### src/rtl/wb_irq_ctrl.sv
// Wishbone interrupt controller: synchronises NUM_SRC request lines, captures them per source (edge or level),
// and drives a masked, registered irq_o. Optional VECTOR register when WB_IRQ_CTRL_VECTOR_EN is defined.
module wb_irq_ctrl #(
    parameter int unsigned NUM_SRC      = 8,
    parameter int unsigned wb_dat_width = 32,
    parameter int unsigned wb_adr_width = 32
) (
    input  logic                    clk,
    input  logic                    rst,
    input  logic [wb_adr_width-1:0] wb_adr_i,
    input  logic [wb_dat_width-1:0] wb_dat_i,
    input  logic                    wb_we_i,
    input  logic                    wb_cyc_i,
    input  logic                    wb_stb_i,
    output logic                    wb_ack_o,
    output logic [wb_dat_width-1:0] wb_dat_o,
    input  logic [NUM_SRC-1:0]      src_i,
    output logic                    irq_o
);

    localparam logic [2:0] ADR_PENDING = 3'b000;
    localparam logic [2:0] ADR_MASK    = 3'b001;
    localparam logic [2:0] ADR_STATUS  = 3'b010;
    localparam logic [2:0] ADR_MODE    = 3'b011;
`ifdef WB_IRQ_CTRL_VECTOR_EN
    localparam logic [2:0]  ADR_VECTOR = 3'b100;
    localparam int unsigned VEC_IDX_W  = 5;
`endif

    logic [NUM_SRC-1:0]      s1, s2, s3;
    logic [NUM_SRC-1:0]      pending, mask, mode;
    logic [NUM_SRC-1:0]      pending_nxt, mask_nxt, mode_nxt;
    logic [NUM_SRC-1:0]      status, w1c, wr_bits;
    logic                    ack, req, wr;
    logic [2:0]              reg_sel;
    logic [wb_dat_width-1:0] rd_data, dat_nxt;
    logic                    unused_bits;

    assign req      = wb_stb_i & wb_cyc_i & ~ack;
    assign wr       = req & wb_we_i;
    assign reg_sel  = wb_adr_i[4:2];
    assign wr_bits  = wb_dat_i[NUM_SRC-1:0];
    assign wb_ack_o = wb_stb_i & wb_cyc_i & ack;
    assign status   = pending & mask;

    // Only adr[4:2] and the low NUM_SRC data bits carry meaning
    assign unused_bits = ^{wb_adr_i, wb_dat_i};

`ifdef WB_IRQ_CTRL_VECTOR_EN
    logic [VEC_IDX_W-1:0] vec_idx;
    logic [31:0]          vec_word;

    // Lowest-numbered active source wins: scan downwards so the last hit is the lowest index
    always_comb begin
        vec_idx = '0;
        for (int i = int'(NUM_SRC) - 1; i >= 0; i--) begin
            if (status[i]) vec_idx = VEC_IDX_W'(i);
        end
        vec_word = {|status, 26'd0, vec_idx};
    end
`endif

    // Read mux
    always_comb begin
        rd_data = '0;
        case (reg_sel)
            ADR_PENDING: rd_data = wb_dat_width'(pending);
            ADR_MASK:    rd_data = wb_dat_width'(mask);
            ADR_STATUS:  rd_data = wb_dat_width'(status);
            ADR_MODE:    rd_data = wb_dat_width'(mode);
`ifdef WB_IRQ_CTRL_VECTOR_EN
            ADR_VECTOR:  rd_data = wb_dat_width'(vec_word);
`endif
            default:     rd_data = '0;
        endcase
    end

    // Next-state: capture (edge sets beat W1C clears), register writes, read data load
    always_comb begin
        w1c      = '0;
        mask_nxt = mask;
        mode_nxt = mode;
        dat_nxt  = wb_dat_o;
        if (wr) begin
            case (reg_sel)
                ADR_PENDING: w1c      = wr_bits;
                ADR_MASK:    mask_nxt = wr_bits;
                ADR_MODE:    mode_nxt = wr_bits;
                default:     ;
            endcase
        end
        if (req && !wb_we_i) dat_nxt = rd_data;
        pending_nxt = (mode & ((s2 & ~s3) | (pending & ~w1c))) | (~mode & s2);
    end

    always_ff @(posedge clk) begin
        if (!rst) begin
            s1       <= '0;
            s2       <= '0;
            s3       <= '0;
            pending  <= '0;
            mask     <= '0;
            mode     <= '1;
            ack      <= 1'b0;
            wb_dat_o <= '0;
            irq_o    <= 1'b0;
        end else begin
            s1       <= src_i;
            s2       <= s1;
            s3       <= s2;
            pending  <= pending_nxt;
            mask     <= mask_nxt;
            mode     <= mode_nxt;
            ack      <= req;
            wb_dat_o <= dat_nxt;
            irq_o    <= |status;
        end
    end

endmodule

### config.mk
export PLATFORM = sky130hd
export DESIGN_NAME = wb_irq_ctrl
export DESIGN_NICKNAME = d
export VERILOG_FILES = /design/src/rtl/wb_irq_ctrl.sv
export SDC_FILE = /design/constraint.sdc
export NUM_CORES = 1
export LEC_CHECK = 0
export ABC_AREA = 1
export BUFFER_PORTS_ARGS = -buffer_cell sky130_fd_sc_hd__buf_2
export CAP_MARGIN = 20
export CELL_PAD_IN_SITES_DETAIL_PLACEMENT = 0
export CELL_PAD_IN_SITES_GLOBAL_PLACEMENT = 1
export CORE_MARGIN = 8
export CORE_UTILIZATION = 23
export DETAILED_ROUTE_END_ITERATION = 7
export GPL_TIMING_DRIVEN = 0
export PLACE_DENSITY_LB_ADDON = 0.08
export SETUP_SLACK_MARGIN = 0.02
export SLEW_MARGIN = 30
export SYNTH_ARGS = -nofsm -noshare
export SYNTH_HDL_FRONTEND = slang
export SYNTH_SLANG_ARGS = --single-unit
### constraint.sdc
create_clock -name clk -period 2.05 [get_ports clk]
set_input_delay 0.3075 -clock clk [delete_from_list [all_inputs] [get_ports clk]]
set_output_delay 0.3075 -clock clk [all_outputs]
set_load 0.05 [all_outputs]
==> flow_summary_export.csv <==
group,metric,value,unit
cells_and_area,final_layout_size_suffix_gt1_share,21.3,%
setup_path,cpMostUsedCell,"nand3_1",
floorplanning,die-area,14700,um^2
route,antenna_left,0,
worst_hold_path,hold_path_end,"s1[1]",
logic_synthesis,synth_most_common_cell,"nand2_1",
global_route,gr-total-overflow,0,
power_and_ir_drop,power_density,759,nW/um^2
clock_tree,holdBufCountCts,0,
cells_and_area,antenna_cells,0,
global_route,grt_max_degree,11,
global_route,grt_usage,9.15,%
global_route,grt_pass1_wl,10400,um
setup_path,timing.reg2reg.setup_slack,0.66,ns
route,dr.first_iter.drc_count,112,
power_and_ir_drop,total_power,2390,uW
cells_and_area,nNetsFinal,489,
route,wl_per_cell,11.6,um
cells_and_area,syn_to_final_growth,23.4,%
placement,gp_congestion,0.770,
setup_path,worstReg2RegStart,"ack",
clock_tree,cts_root_buf,"clkbuf_8",
setup_path,cp_num_buf_inv,1,
timing,drv_slew,0,
timing,tns,0,ns
clock_tree,cts_resized,0,
timing,slew_headroom,59.0,%
timing,period_minus_slack,1.39,ns
clock_tree,cts.path.max_buffers,2,
setup_path,worstSetupPathType,"register to register",
placement,dp_hpwl,5150,um
setup_path,startpoint_type,"register",
timing,setup_viol_count_final,0,
clock_tree,clkLatencyLatePin,0.33,ns
clock_tree,cts_setup_buffers,0,
setup_path,slowest_stage,"nor2_1",
floorplanning,io_pins,111,
timing,hold_viol,0,
placement,dpl_cell_area,2980,um^2
logic_synthesis,synth_edf_count,0,
status,outcome,"finished clean",
clock_tree,cts_tree,"yes",
timing,fin_crit_sh,67.6,%
logic_synthesis,synth_top_flop_cell,"dfxtp_1",
setup_path,r2r_cells,6,
logic_synthesis,syn_area,2550,um^2
clock_tree,clkSlewWorstSetupHoldPaths,0.07,ns
timing,fmax,722,MHz
floorplanning,die_h,121,um
setup_path,cp_max_fo,8,
floorplanning,core_area,10800,um^2
clock_tree,numCtsBuffers,9,
route,drt_first_pass_iters,4,
floorplanning,die_w,121,um
logic_synthesis,yosys-top-cells-count,"nand2_1, dfxtp_1, nand3_1",
logic_synthesis,synth-seq-area-share,45.4,%
logic_synthesis,synth_cells,345,
setup_path,path_delay_family,"simple AND/OR/NAND/NOR gates",
global_route,antenna_found_initial,0,
run,max_cap_violations,0,
clock_tree,h-tree-depth,3,
route,post-route-drc-count,0,
logic_synthesis,ys_seq_elements,58,
setup_path,r2r-end,"pending[0]",
timing,hold_ws,0.156,ns
cells_and_area,nFillCells,1230,
floorplanning,rows,38,
placement,io_buffers,33,
setup_path,worstPathRequired,2.25,ns
logic_synthesis,synthTopCellsByArea,"dfxtp_1, nand2_1, nand3_1, buf_4, inv_1",
logic_synthesis,synthArstFlopShare,0,%
cells_and_area,final_area,3150,um^2
logic_synthesis,yosysUniqueCellTypes,20,
setup_path,crit_path_end_kind,"register",
worst_hold_path,min_path_type,"input port to register",
power_and_ir_drop,leakagePower,0.00174,uW
route,vias,2115,
global_route,grt_pass1_vias,2016,
route,viasPerCell,3.80,
logic_synthesis,synth_area_per_cell,7.41,um^2
setup_path,critical_path_arrival,1.59,ns
worst_hold_path,min_from,"src_i[1]",
setup_path,critical_path.max_stage_delay,0.49,ns
worst_hold_path,worstHoldPathCells,3,
floorplanning,start_util,23.6,%
route,wl,6490,um
logic_synthesis,synth.top_cell.area_share,45.4,%
setup_path,crit_chain,"inv_1, nand3_1, nor2_1, nand3_1, nand3_1, o21ai_0",
logic_synthesis,synth_top_area_cell,"dfxtp_1",
logic_synthesis,ys_warn_count,0,
timing,finClkSkew,0.00545,ns
power_and_ir_drop,peakVddDrop,0.000299,V
timing,rsz0062_at_grt,"no",
clock_tree,numClockSinks,58,
timing,worst_pin_slew,0.613,ns
## metrics by stage
step / instances / setup WS (ns) / util, %
2_1_floorplan: 368 / 0.752 / -
3_3_place_gp: 541 / 0.510 / 27.5
3_5_place_dp: 541 / 0.520 / 27.5
4_1_cts: 557 / 0.601 / 29.1
5_1_grt: 557 / 0.498 / 29.1
6_report: 557 / 0.665 / 29.1
## placed cells by master, fill, tap and decap left out, types with 2 or more instances in the layout
| cell | instances |
|---|---|
| conb_1 | 24 |
| clkinv_2 | 3 |
| a21oi_1 | 10 |
| nor2_4 | 4 |
| nand4_1 | 10 |
| inv_1 | 39 |
| clkbuf_8 | 10 |
| clkbuf_1 | 4 |
| nand2_1 | 91 |
| inv_2 | 2 |
| buf_2 | 37 |
| buf_4 | 26 |
| nor2_1 | 21 |
| o21ai_0 | 13 |
| buf_6 | 2 |
| nand3_1 | 49 |
| dfxtp_1 | 58 |
| clkinvlp_4 | 2 |
| o21bai_1 | 8 |
## worst min-delay path, stage by stage
cell and delay (ns):
buf_2 0.07, nand2_1 0.04, inv_1 0.04
## layout make-up
type / count / area [um^2] / area share [%]
buffer: 35 / 249 / 7.90
inverter: 41 / 154 / 4.88
clock inverter: 5 / 30.0 / 0.952
multi-input combinational: 234 / 1080 / 34.2
tap: 140 / 175 / 5.56
clock buffer: 11 / 141 / 4.48
timing repair buffer: 33 / 165 / 5.24
sequential: 58 / 1160 / 36.8
## where the power goes
group	internal [uW]	switching, uW
Combinational	89.3	212
Clock	465	446
Sequential	1160	18.2
Total	1720	676
## state kept, by name, summed over array words and instances, names as in the netlist
register and cells:
ack 1, mode 8, s3 8, mask 8, s2 8, wb_dat_o 8
pending 8, s1 8, irq_o 1
## layer usage
metal  wire (um)  vias to the layer above  share of wire (%)  track usage [%]
met2        2990                       44                 46             14.4
met1        3070                      891                 47             11.1
met5           0                        -                  0                0
met4          37                        0               0.57             3.01
li1            -                     1178                  -                -
met3         390                        2                6.0             3.77
## kinds of logic (layout without fill, tap and decap cells)
family	after synthesis	in the layout	share of synthesized area, %
buf+inv	76	125	15.8
other cells	1	24	0.147
simple gates	178	178	31.6
flops	58	58	45.4
compound gates	32	32	7.05
## worst max-delay path by stage
| stage | cells past startpoint | from | slack [ns] | end |
|---|---|---|---|---|
| 2_1_floorplan | 2 | wb_stb_i | 0.75 | wb_ack_o |
| 5_1_grt | 6 | ack | 0.50 | pending[0] |
| 4_1_cts | 6 | ack | 0.60 | pending[0] |
| 3_3_place_gp | 8 | wb_adr_i[3] | 0.51 | mask[6] |
| 6_report | 6 | ack | 0.66 | pending[0] |
| 3_5_place_dp | 8 | wb_adr_i[3] | 0.52 | mask[2] |
Note: power is estimated with default switching activity, not from simulation.
